`src/rtl/mul_pkg.sv`:
```
// Shared constants for the multiplier datapath: operand widths and M-extension op codes.
package mul_pkg;

    localparam int unsigned XLEN   = 32;
    localparam int unsigned PROD_W = 64;

    // funct3[1:0] of the RISC-V multiply group
    localparam logic [1:0] MUL_OP_MUL    = 2'b00;
    localparam logic [1:0] MUL_OP_MULH   = 2'b01;
    localparam logic [1:0] MUL_OP_MULHSU = 2'b10;
    localparam logic [1:0] MUL_OP_MULHU  = 2'b11;

endpackage

```
`src/rtl/mul_adder32.sv`:
```
// 32-bit carry-propagate adder with carry in/out, the building block of the tail adders.
module mul_adder32
    import mul_pkg::*;
(
    input  logic [XLEN-1:0] a_i,
    input  logic [XLEN-1:0] b_i,
    input  logic            cin_i,
    output logic [XLEN-1:0] sum_o,
    output logic            cout_o
);

    assign {cout_o, sum_o} = {1'b0, a_i} + {1'b0, b_i} + {{XLEN{1'b0}}, cin_i};

endmodule

```
`src/rtl/mul_final_adder64.sv`:
```
// Final 64-bit carry-propagate add of the Wallace sum vector and the pre-shifted carry vector.
module mul_final_adder64
    import mul_pkg::*;
(
    input  logic [PROD_W-1:0] s_i,
    input  logic [PROD_W-1:0] c_sh_i,
    output logic [PROD_W-1:0] sum_o
);

    logic lo_cout;
    // Carry out of the top half falls off: the product is taken mod 2^64
    logic unused_hi_cout;

    mul_adder32 u_add_lo (
        .a_i    (s_i[XLEN-1:0]),
        .b_i    (c_sh_i[XLEN-1:0]),
        .cin_i  (1'b0),
        .sum_o  (sum_o[XLEN-1:0]),
        .cout_o (lo_cout)
    );

    mul_adder32 u_add_hi (
        .a_i    (s_i[PROD_W-1:XLEN]),
        .b_i    (c_sh_i[PROD_W-1:XLEN]),
        .cin_i  (lo_cout),
        .sum_o  (sum_o[PROD_W-1:XLEN]),
        .cout_o (unused_hi_cout)
    );

endmodule

```
`src/rtl/booth_multiplier_tail.sv`:
```
// Tail of the Booth/Wallace multiplier: resolves the carry/sum pair, applies the unsigned
// high-word correction and selects the M-extension result through a two-stage pipeline.
module booth_multiplier_tail
    import mul_pkg::*;
#(
    parameter int unsigned TAG_W = 5
) (
    input  logic              clk,
    input  logic              rst_n,
    input  logic              flush,
    input  logic              in_valid,
    output logic              in_ready,
    input  logic [PROD_W-1:0] in_c,
    input  logic [PROD_W-1:0] in_s,
    input  logic [1:0]        in_op,
    input  logic [XLEN-1:0]   in_rs1,
    input  logic [XLEN-1:0]   in_rs2,
    input  logic [TAG_W-1:0]  in_tag,
    output logic              out_valid,
    input  logic              out_ready,
    output logic [XLEN-1:0]   out_result,
    output logic [TAG_W-1:0]  out_tag,
    output logic              busy
);

    // Stage 1 state. in_c[63] carries weight 2^64 and never matters, so it is not stored.
    logic              s1_valid_q, s1_valid_d;
    logic [PROD_W-2:0] s1_c_q;
    logic [PROD_W-1:0] s1_s_q;
    logic [1:0]        s1_op_q;
    logic [XLEN-1:0]   s1_rs1_q;
    logic [XLEN-1:0]   s1_rs2_q;
    logic [TAG_W-1:0]  s1_tag_q;

    // Stage 2 (output) state
    logic              out_valid_q, out_valid_d;
    logic [XLEN-1:0]   out_result_q, out_result_d;
    logic [TAG_W-1:0]  out_tag_q;

    logic accept;
    logic advance;

    logic [PROD_W-1:0] prod;
    logic [XLEN-1:0]   prod_hi;
    logic [XLEN-1:0]   corr_y_term;
    logic [XLEN-1:0]   corr_x_term;
    logic [XLEN-1:0]   corr_sum;
    logic [XLEN-1:0]   corr_maj;
    logic [XLEN-1:0]   corr_carry;
    logic [XLEN-1:0]   hi_corrected;
    logic              unused_corr_bits;
    logic              unused_corr_cout;

    assign in_ready = ~s1_valid_q | ~out_valid_q | out_ready;
    assign accept   = in_valid & in_ready & ~flush;
    assign advance  = s1_valid_q & (~out_valid_q | out_ready);

    mul_final_adder64 u_final_adder (
        .s_i    (s1_s_q),
        .c_sh_i ({s1_c_q, 1'b0}),
        .sum_o  (prod)
    );

    assign prod_hi = prod[PROD_W-1:XLEN];

    // Signed-to-unsigned fix-up terms: +y when x is negative (MULHU only), +x when y is negative
    assign corr_y_term = (s1_op_q == MUL_OP_MULHU && s1_rs1_q[XLEN-1]) ? s1_rs2_q : '0;
    assign corr_x_term = ((s1_op_q == MUL_OP_MULHSU || s1_op_q == MUL_OP_MULHU) &&
                          s1_rs2_q[XLEN-1]) ? s1_rs1_q : '0;

    // 3:2 compression so a single carry-propagate add handles both correction terms
    assign corr_sum   = prod_hi ^ corr_y_term ^ corr_x_term;
    assign corr_maj   = (prod_hi & corr_y_term) | (prod_hi & corr_x_term) |
                        (corr_y_term & corr_x_term);
    assign corr_carry = {corr_maj[XLEN-2:0], 1'b0};

    // Shifted-out majority bit and final carry-out are weight 2^32: dropped for mod-2^32 result
    assign unused_corr_bits = corr_maj[XLEN-1];

    mul_adder32 u_corr_adder (
        .a_i    (corr_sum),
        .b_i    (corr_carry),
        .cin_i  (1'b0),
        .sum_o  (hi_corrected),
        .cout_o (unused_corr_cout)
    );

    // Result select: low word for MUL, corrected high word otherwise
    always_comb begin
        out_result_d = hi_corrected;
        case (s1_op_q)
            MUL_OP_MUL: out_result_d = prod[XLEN-1:0];
            default:    out_result_d = hi_corrected;
        endcase
    end

    // Valid next-state: flush wins, then capture/advance/consume
    always_comb begin
        s1_valid_d  = s1_valid_q;
        out_valid_d = out_valid_q;
        if (flush) begin
            s1_valid_d  = 1'b0;
            out_valid_d = 1'b0;
        end else begin
            if (accept) begin
                s1_valid_d = 1'b1;
            end else if (advance) begin
                s1_valid_d = 1'b0;
            end
            if (advance) begin
                out_valid_d = 1'b1;
            end else if (out_valid_q && out_ready) begin
                out_valid_d = 1'b0;
            end
        end
    end

    // Valid flags
    always_ff @(posedge clk or negedge rst_n) begin
        if (!rst_n) begin
            s1_valid_q  <= 1'b0;
            out_valid_q <= 1'b0;
        end else begin
            s1_valid_q  <= s1_valid_d;
            out_valid_q <= out_valid_d;
        end
    end

    // Stage 1 data capture; flushed entries leave their stale data behind
    always_ff @(posedge clk or negedge rst_n) begin
        if (!rst_n) begin
            s1_c_q   <= '0;
            s1_s_q   <= '0;
            s1_op_q  <= MUL_OP_MUL;
            s1_rs1_q <= '0;
            s1_rs2_q <= '0;
            s1_tag_q <= '0;
        end else if (accept) begin
            s1_c_q   <= in_c[PROD_W-2:0];
            s1_s_q   <= in_s;
            s1_op_q  <= in_op;
            s1_rs1_q <= in_rs1;
            s1_rs2_q <= in_rs2;
            s1_tag_q <= in_tag;
        end
    end

    // Output registers load only on advance, so they hold while stalled
    always_ff @(posedge clk or negedge rst_n) begin
        if (!rst_n) begin
            out_result_q <= '0;
            out_tag_q    <= '0;
        end else if (advance && !flush) begin
            out_result_q <= out_result_d;
            out_tag_q    <= s1_tag_q;
        end
    end

    assign out_valid  = out_valid_q;
    assign out_result = out_result_q;
    assign out_tag    = out_tag_q;
    assign busy       = s1_valid_q | out_valid_q;

endmodule

```
`config.mk`:
```
export PLATFORM = sky130hd
export DESIGN_NAME = booth_multiplier_tail
export DESIGN_NICKNAME = d
export VERILOG_FILES = /design/src/rtl/mul_pkg.sv /design/src/rtl/mul_adder32.sv /design/src/rtl/mul_final_adder64.sv /design/src/rtl/booth_multiplier_tail.sv
export SDC_FILE = /design/constraint.sdc
export NUM_CORES = 1
export LEC_CHECK = 0
export CAP_MARGIN = 0
export CORE_UTILIZATION = 45
export CTS_CLUSTER_SIZE = 8
export DETAILED_ROUTE_END_ITERATION = 10
export PLACE_DENSITY = 0.73
export SYNTH_ARGS = -nofsm -noshare
export SYNTH_HDL_FRONTEND = slang
export SYNTH_SLANG_ARGS = --single-unit
```
`constraint.sdc`:
```
create_clock -name clk -period 8.5 [get_ports clk]
set_clock_uncertainty 0.05 [all_clocks]
set_input_delay 0.85 -clock clk [delete_from_list [all_inputs] [get_ports clk]]
set_output_delay 0.85 -clock clk [all_outputs]
set_load 0.1 [all_outputs]
```
[After elaboration in Yosys (flattened, before gate mapping)]
Index checks and enable logic that the tools add are counted.
Word-level totals
  input port bits: 204
  output and inout bits: 40
  logic and storage cells: 51
  register bits: 237
Operators by class
  add/subtract/negate cells: 4
  multiplexer cells: 9
  equal/unequal tests: 2
  reductions and logical operators: 9
  bitwise logic cells: 17
Operators with widths (number)
  $mux 32: 3
  $and 31x31->31: 3
  $add 32x32->32: 2
  $xor 32x32->32: 2
  $or 31x31->31: 2
  $add 32x32->33: 1
  $add 32x1->32: 1
  $mux 1: 6
  $reduce_bool 3->1: 2
  $eq 2x2->1 const B: 2
  $logic_and 1x1->1: 4
  $or 1x1->1: 4
  $and 1x1->1: 3
  $not 1->1: 3
  $logic_not 2->1: 1
  $logic_not 1->1: 1
  $logic_or 1x1->1: 1

[Depth between registers and ports, before layout]
Gate-level depths: netlist of run 1.
  depth in word-level cells: 9
  depth in mapped cells: 33
  gate-level depth less buffers: 33

[Hierarchy]
A second synthesis of run 1 with hierarchy kept.
Unflattened totals
  cells, all modules: 1451
  area, all modules: 16178.0 um^2
Modules (own cells, without submodules)
  booth_multiplier_tail: sequential area each 5930.7 um^2, cells each 739, area each 11031.8 um^2, times used 1
  mul_adder32: sequential area each 0.0 um^2, cells each 237, area each 1714.1 um^2, times used 3
  mul_final_adder64: sequential area each 0.0 um^2, cells each 1, area each 3.8 um^2, times used 1

[Worst setup path before layout of run 1]
OpenSTA, ideal clock, no wires.
  path type: register to register
  from: reg s1_c_q[5]
  to: reg out_result_q[30], in the netlist out_result[30]
  required time: 8.331 ns
  path slack: 1.694 ns
  cell stages (with the launch flop): 32
  arrival time: 6.637 ns
  setup time: 0.119 ns
  path buffers: 1
  clock period less this slack: 6.806 ns
  cells stage by stage: dfrtp_1 -> ha_1 -> o21ai_1 -> a2111oi_2 -> o21ai_2 -> a21oi_1 -> a211oi_2 -> o21ai_4 -> a21boi_1 -> o2111ai_1 -> a31oi_1 -> fa_1 -> fa_1 -> nand2b_1 -> a21boi_1 -> o31ai_1 -> a2111oi_2 -> o211ai_1 -> a31oi_1 -> a21o_1 -> a21oi_1 -> xor2_1 -> fa_1 -> inv_1 -> ha_1 -> clkbuf_1 -> a21o_1 -> a21oi_1 -> nand2_1 -> or3_1 -> a32oi_1 -> a21bo_1
On the way
  word-level cells in the longest chain between the ends: 7
  elaborated cells between the ends (all ways): 10
  classes of those cells: 3 x add/sub; 1 x mux; 6 x bitwise
Ends and longest elaborated chain
  start: declaration: RTL line booth_multiplier_tail.sv:28  | logic [PROD_W-2:0] s1_c_q;
  start signal: assignment: RTL line booth_multiplier_tail.sv:139  | s1_c_q <= in_c[PROD_W-2:0];
  $add 32x32->33 (*): RTL line mul_adder32.sv:12  | assign {cout_o, sum_o} = {1'b0, a_i} + {1'b0, b_i} + {{XLEN{1'b0}}, cin_i};
  $add 32x1->32: RTL line mul_adder32.sv:12
  $and 31x31->31: RTL line booth_multiplier_tail.sv:73  | assign corr_maj = (prod_hi & corr_y_term) | (prod_hi & corr_x_term) |
  $or 31x31->31 (2 in a row): RTL line booth_multiplier_tail.sv:73
  $add 32x32->32: RTL line mul_adder32.sv:12
  $mux 32 (*): RTL line booth_multiplier_tail.sv:91  | case (s1_op_q)
  end signal: assignment: RTL line booth_multiplier_tail.sv:154  | out_result_q <= out_result_d;
  end: declaration: RTL line booth_multiplier_tail.sv:37  | logic [XLEN-1:0] out_result_q, out_result_d;
Mark *: on every way between the ends. The rest lies on a longest branch, timed or not.
A chain may end at the register's enable or synchronous reset.

[Worst setup path after layout of run 1]
  from: reg s1_c_q[1]
  to: reg out_result_q[27], in the netlist out_result[27]
Same word-level chain as after synthesis.

==> flow_summary.json, run 1 <==
{
  "post-route-cell-area_um2": 18500,
  "setup_viol": 0,
  "multi_input_area_um2": 8240,
  "instances_no_fill": 2078,
  "report.power.total_uw": 5820,
  "top_layer": "met4",
  "num_io_pins": 244,
  "dr.pass1.iters": 5,
  "vias_per_cell": 5.34,
  "syn_area_um2": 14700,
  "clockBufferDepth": 3,
  "syn_area_per_cell_um2": 10.5,
  "outcome": "complete, no violations",
  "ys_types": 75,
  "hpwl_mm": 26.5,
  "ys_async_sr_fraction_pct": 100,
  "power_density_nw_per_um2": 314,
  "hold_class": "primary input to async pin",
  "grt_use_total_pct": 21.7,
  "die_area_um2": 33400,
  "relSlewSlack_pct": 22.7,
  "slowest_delay_ns": 0.55,
  "tns_ns": 0,
  "grt_start_max_net_pins": 199,
  "fin_hold_ws_ns": 0.408,
  "synth_fp_nets": 1729,
  "grt_remaining_overflow": 0,
  "cp_slowest_cell": "fa_1",
  "synth_top_cell_by_area": "dfrtp_1",
  "antenna_found_initial": 0,
  "vias": 11100,
  "finalHoldViolations": 0,
  "fillCellCount": 2625,
  "drive_above_1_share_pct": 16.6,
  "core_region_area_um2": 31800,
  "synth_area_leaders": "dfrtp_1 (40%), mux2_2 (15%), ha_1 (7.8%)",
  "cts_root_buf": "clkbuf_16",
  "ys_ff_latch": 237,
  "ys_seq_area_share_pct": 40.4,
  "required_ns": 8.80,
  "cts_sinks": 237,
  "drt_iter0_drc": 608,
  "grt_pass1_wl_mm": 57.6,
  "syn_inst": 1399,
  "synth_top_area_share_pct": 40.4,
  "postCtsHoldBufs": 0,
  "wl_met2_mm": 16.3,
  "min_period_ns": 8.07,
  "vdd_drop_max_v": 0.000169,
  "totalWireLength_mm": 35.8,
  "cp-end-kind": "flop",
  "max_cap_viol_count": 0,
  "p_leak_uw": 0.00833,
  "rows": 65,
  "initial_core_util_pct": 46.2,
  "drc": 0,
  "area_delta_synth_final_pct": 26.0,
  "fin_crit_sh_pct": 94.9,
  "die_h_um": 183,
  "clk_pin_slew_worst_paths_ns": 0.05,
  "max_freq_ghz": 0.124,
  "clk_latency_ns": 0.50,
  "numCtsBuffers": 35,
  "postCtsSetupBuffers": 0,
  "synth_edf_count": 0,
  "worst_pin_slew_ns": 1.16,
  "rsz0062_at_grt": "false",
  "worstPathMaxFanout": 8,
  "wl_met3_mm": 1.78,
  "regArea_um2": 5930,
  "ant_nets": 0,
  "tritoncts": "yes",
  "detailed_place.area_um2": 17500,
  "grt_pass1_vias": 11300,
  "port_buffers": 242,
  "slew_viol_final": 0,
  "startpoint_type": "flop",
  "critPathKind": "flop to flop",
  "synth_warnings": 0,
  "drt-met1-wl_mm": 16.8,
  "htreeDepth": 2,
  "final_nets": 1971,
  "drt-wirelength-per-cell_um": 17.2,
  "fp.dieW_um": 183,
  "cp.arrival_ns": 8.37,
  "antenna_cells": 0,
  "synthFlopType": "dfrtp_1",
  "dp_cells": 2039,
  "gp_congestion": 0.908
}
## logic make-up (layout without fill, tap and decap cells)
group	count (synthesis)	after routing	synth area share, %
AOI/OAI and AO/OA	304	304	13.7
and+or+nand+nor	324	324	10.0
muxes	200	200	15.3
xor gates and xnor gates	74	74	4.41
adders and majority gates	126	126	12.5
buffers and inverters	134	378	3.55
DFF	237	237	40.4
## critical path, delay by kind of cell, from the launching register on
kind | cells | cell delay (ns)
AOI/OAI and AO/OA | 23 | 4.85
xor gates and xnor gates | 1 | 0.13
adders and majority gates | 5 | 1.71
buffers and inverters | 2 | 0.20
DFF | 1 | 0.41
and+or+nand+nor | 3 | 0.57
## per-layer routing
layer,GRT usage [%],up-vias
met4,6.89,0
met3,3.21,65
li1,-,5414
met5,0,-
met2,34.7,285
met1,30.1,5340
## cells in the final DEF, fill, tap and decap left out, types with 9 or more instances in the layout
cell type / count
o21ai_0: 42
o21a_1: 9
clkbuf_16: 37
o21ai_1: 20
a21oi_1: 88
nand3b_1: 9
fa_1: 35
a31oi_1: 15
xor2_1: 31
nand2_1: 163
mux2_2: 198
clkdlybuf4s50_1: 241
dfrtp_1: 237
inv_1: 87
and3_1: 11
nand3_1: 15
nor2_1: 57
xnor2_1: 43
ha_1: 91
nor3_1: 17
a21o_1: 47
## layout make-up
class                      count  area share (%)
clock buffer                  39            5.10
sequential                   237            32.1
timing repair buffer         251            13.6
multi-input combinational   1028            44.6
tap                          435            2.94
inverter                      88            1.79
## cell usage after synthesis, types with 20 or more instances
cell type / n
xor2_1: 31
o21ai_0: 42
nand2_1: 163
a21o_1: 47
clkbuf_1: 29
mux2_2: 198
ha_1: 91
o21ai_1: 20
nor2_1: 58
dfrtp_1: 237
fa_1: 35
a21oi_1: 88
inv_1: 87
xnor2_1: 43
## registers in the layout (all words and copies together), names as in the netlist
signal	cells
s1_s_q	64
s1_c_q	63
out_result	32
s1_rs1_q	32
s1_rs2_q	32
out_tag	5
s1_tag_q	5
s1_op_q	2
out_valid	1
s1_valid_q	1
## timing repair
item                       4_1_cts  5_1_grt
hold endpoints to repair         0        0
gates resized for setup          0        1
setup endpoints to repair        0        3
## through the flow
step / setup slack [ns] / utilization [%]
after floorplan: 1.69 / -
after global placement: 0.509 / 55.2
after detailed placement: 0.368 / 55.2
after CTS: 0.320 / 58.1
after global routing: 0.0202 / 58.2
final: 0.435 / 58.2
## report_power, final
group	internal (uW)	switching (uW)
Clock	768	467
Combinational	1150	1950
Sequential	1350	132
Total	3270	2550
## final timing paths
path                        startpoint              to  slack, ns  cells after the start
hold / removal                   rst_n      s1_c_q[35]       0.41                      1
setup reg to reg             s1_c_q[1]  out_result[27]       0.43                     34
min in group clk           s1_tag_q[4]      out_tag[4]       0.41                      2
max in group asynchronous        rst_n    s1_rs1_q[18]       6.54                      2
hold reg to reg            s1_tag_q[4]      out_tag[4]       0.41                      2
setup / recovery             s1_c_q[1]  out_result[27]       0.43                     34
(Power assumes the default switching activity.)
==> run 2: changes to the inputs <==
--- a/config.mk
+++ b/config.mk
@@ -5,11 +5,12 @@
 export SDC_FILE = /design/constraint.sdc
 export NUM_CORES = 1
 export LEC_CHECK = 0
-export CAP_MARGIN = 0
-export CORE_UTILIZATION = 45
+export CELL_PAD_IN_SITES_DETAIL_PLACEMENT = 0
+export CELL_PAD_IN_SITES_GLOBAL_PLACEMENT = 1
+export CORE_UTILIZATION = 43
 export CTS_CLUSTER_SIZE = 8
 export DETAILED_ROUTE_END_ITERATION = 10
-export PLACE_DENSITY = 0.73
+export PLACE_DENSITY = 0.86
 export SYNTH_ARGS = -nofsm -noshare
 export SYNTH_HDL_FRONTEND = slang
 export SYNTH_SLANG_ARGS = --single-unit
==> run 2 against run 1 <==
Effect of this change:
- flip-flop and latch count is the same
- final cell count is 0.67% higher
- combinational power about the same
- non-clock buffer count did not move
- wire length up 1.1%
- critical endpoint unchanged
- largest cell class unchanged
==> flow_summary.json, run 2 (same netlist as run 1, synthesis figures left out) <==
{
  "outcome": "complete, no violations",
  "p_leak_uw": 0.00832,
  "drive_above_1_share_pct": 16.6,
  "port_buffers": 242,
  "startpoint_type": "flop",
  "cp.arrival_ns": 8.25,
  "fp.dieW_um": 187,
  "vias": 11000,
  "setup_viol": 0,
  "final_nets": 1971,
  "cts_sinks": 237,
  "tns_ns": 0,
  "die_h_um": 187,
  "area_delta_synth_final_pct": 26.2,
  "ant_nets": 0,
  "clk_pin_slew_worst_paths_ns": 0.05,
  "grt_remaining_overflow": 0,
  "rows": 67,
  "finalHoldViolations": 0,
  "multi_input_area_um2": 8260,
  "die_area_um2": 34900,
  "clockBufferDepth": 3,
  "drt_iter0_drc": 426,
  "numCtsBuffers": 35,
  "fillCellCount": 2910,
  "cp-end-kind": "flop",
  "reg2reg_slack_ns": 0.57,
  "dr.pass1.iters": 4,
  "relSlewSlack_pct": 27.8,
  "drt-wirelength-per-cell_um": 17.3,
  "drc": 0,
  "largest_reg_flops": 64,
  "regArea_um2": 5930,
  "core_region_area_um2": 33500,
  "grt_use_total_pct": 21.0,
  "power_density_nw_per_um2": 313,
  "gp_congestion": 0.866,
  "antenna_found_initial": 1,
  "vias_per_cell": 5.26,
  "fin_crit_sh_pct": 93.2,
  "postCtsSetupBuffers": 0,
  "clk_latency_ns": 0.51,
  "hold_class": "primary input to async pin",
  "required_ns": 8.82,
  "num_io_pins": 244,
  "totalWireLength_mm": 36.2,
  "critPathKind": "flop to flop",
  "vdd_drop_max_v": 0.000199,
  "cp_slowest_cell": "fa_1",
  "max_freq_ghz": 0.126,
  "initial_core_util_pct": 43.8,
  "antenna_cells": 0,
  "min_period_ns": 7.93,
  "layout_common_cells": "clkdlybuf4s50_1 (241), dfrtp_1 (237), mux2_2 (198)",
  "slew_viol_final": 0,
  "worstPathMaxFanout": 8,
  "largestRegisters": "s1_s_q x64, s1_c_q x63",
  "max_cap_viol_count": 0,
  "top_register": "s1_s_q",
  "tritoncts": "yes",
  "final_common_cell": "clkdlybuf4s50_1",
  "slowest_delay_ns": 0.54,
  "cts_root_buf": "clkbuf_16",
  "rsz0062_at_grt": "false",
  "grt_start_max_net_pins": 142,
  "worst_pin_slew_ns": 1.08,
  "final_util_pct": 55.2,
  "hpwl_mm": 26.8,
  "htreeDepth": 2,
  "grt_pass1_wl_mm": 59.3,
  "grt_pass1_vias": 11500
}
## run 2: cell count changes in the layout (fill, tap and decap cells not counted)
| cell | before | now |
|---|---|---|
| a31oi_2 | 0 | 1 |
| a31oi_1 | 15 | 14 |
| o31ai_2 | 1 | 2 |
| clkbuf_1 | 1 | 3 |
| clkbuf_8 | 1 | 0 |
| o31ai_1 | 5 | 4 |
## run 2: worst max-delay path: cells and delay by family, from the launching register on
family | cells | cell delay [ns]
and+or+nand+nor | 4 | 0.76
AOI/OAI and AO/OA | 21 | 4.21
xor gates and xnor gates | 1 | 0.17
adders and majority gates | 5 | 2.16
buffers and inverters | 1 | 0.04
DFF | 1 | 0.38
## run 2: worst paths after layout
| check | depth (start not counted) | end | from |
|---|---|---|---|
| worst min register to register | 2 | out_tag[1] | s1_tag_q[1] |
| worst min-delay path | 1 | s1_s_q[36] | rst_n |
| max in group asynchronous | 2 | s1_c_q[28] | rst_n |
| worst max register to register | 32 | out_result[27] | s1_c_q[5] |
| min in group clk | 2 | out_tag[1] | s1_tag_q[1] |
| worst max-delay path | 32 | out_result[27] | s1_c_q[5] |
## run 2: layout make-up
| cell class | instances | area share [%] |
|---|---|---|
| inverters | 88 | 1.78 |
| well taps | 448 | 3.03 |
| multi-input cells | 1028 | 44.6 |
| flip-flops and latches | 237 | 32.0 |
| repair buffers | 251 | 13.5 |
| clock buffers | 40 | 5.06 |
## run 2: where the power goes
group / total [uW] / switching, uW / leakage (uW) / internal, uW
logic: 3080 / 1930 / 0.00506 / 1150
clock network: 1230 / 470 / 0.000459 / 762
registers: 1490 / 131 / 0.00280 / 1350
## run 2: what timing repair did
| action | in CTS | in global routing |
|---|---|---|
| gates resized for setup | 0 | 3 |
| endpoints found under the setup margin | 0 | 5 |
| hold buffers | 0 | 0 |
## run 2: per-stage QoR
| step | worst slack [ns] | std cells | hold slack [ns] | total power (uW) | area, um^2 |
|---|---|---|---|---|---|
| after CTS | 0.328 | 2092 | 0.322 | 5850 | 18500 |
| final | 0.574 | 2092 | 0.284 | 5800 | 18500 |
| after floorplan | 1.69 | 1399 | 0.383 | 3770 | 14700 |
| after global placement | 0.494 | 2052 | 0.393 | 4520 | 17600 |
| after global routing | 0.0649 | 2092 | 0.342 | 6210 | 18500 |
| after detailed placement | 0.381 | 2052 | 0.408 | 4570 | 17600 |
## run 2: layer usage
metal	track usage, %	part of all wire, %	vias up	wire length [um]
li1	-	-	5402	-
met1	29.0	47	5313	17100
met2	34.3	47	236	16800
met3	3.16	4.1	49	1480
met4	6.02	2.1	0	758
met5	0	0	-	0
==> run 3: changes to the inputs <==
--- a/config.mk
+++ b/config.mk
@@ -11,6 +11,7 @@
 export CTS_CLUSTER_SIZE = 8
 export DETAILED_ROUTE_END_ITERATION = 10
 export PLACE_DENSITY = 0.86
+export SLEW_MARGIN = 20
 export SYNTH_ARGS = -nofsm -noshare
 export SYNTH_HDL_FRONTEND = slang
 export SYNTH_SLANG_ARGS = --single-unit
==> results of run 3 <==
Final layout, timing and power as in run 2 (identical DEF).
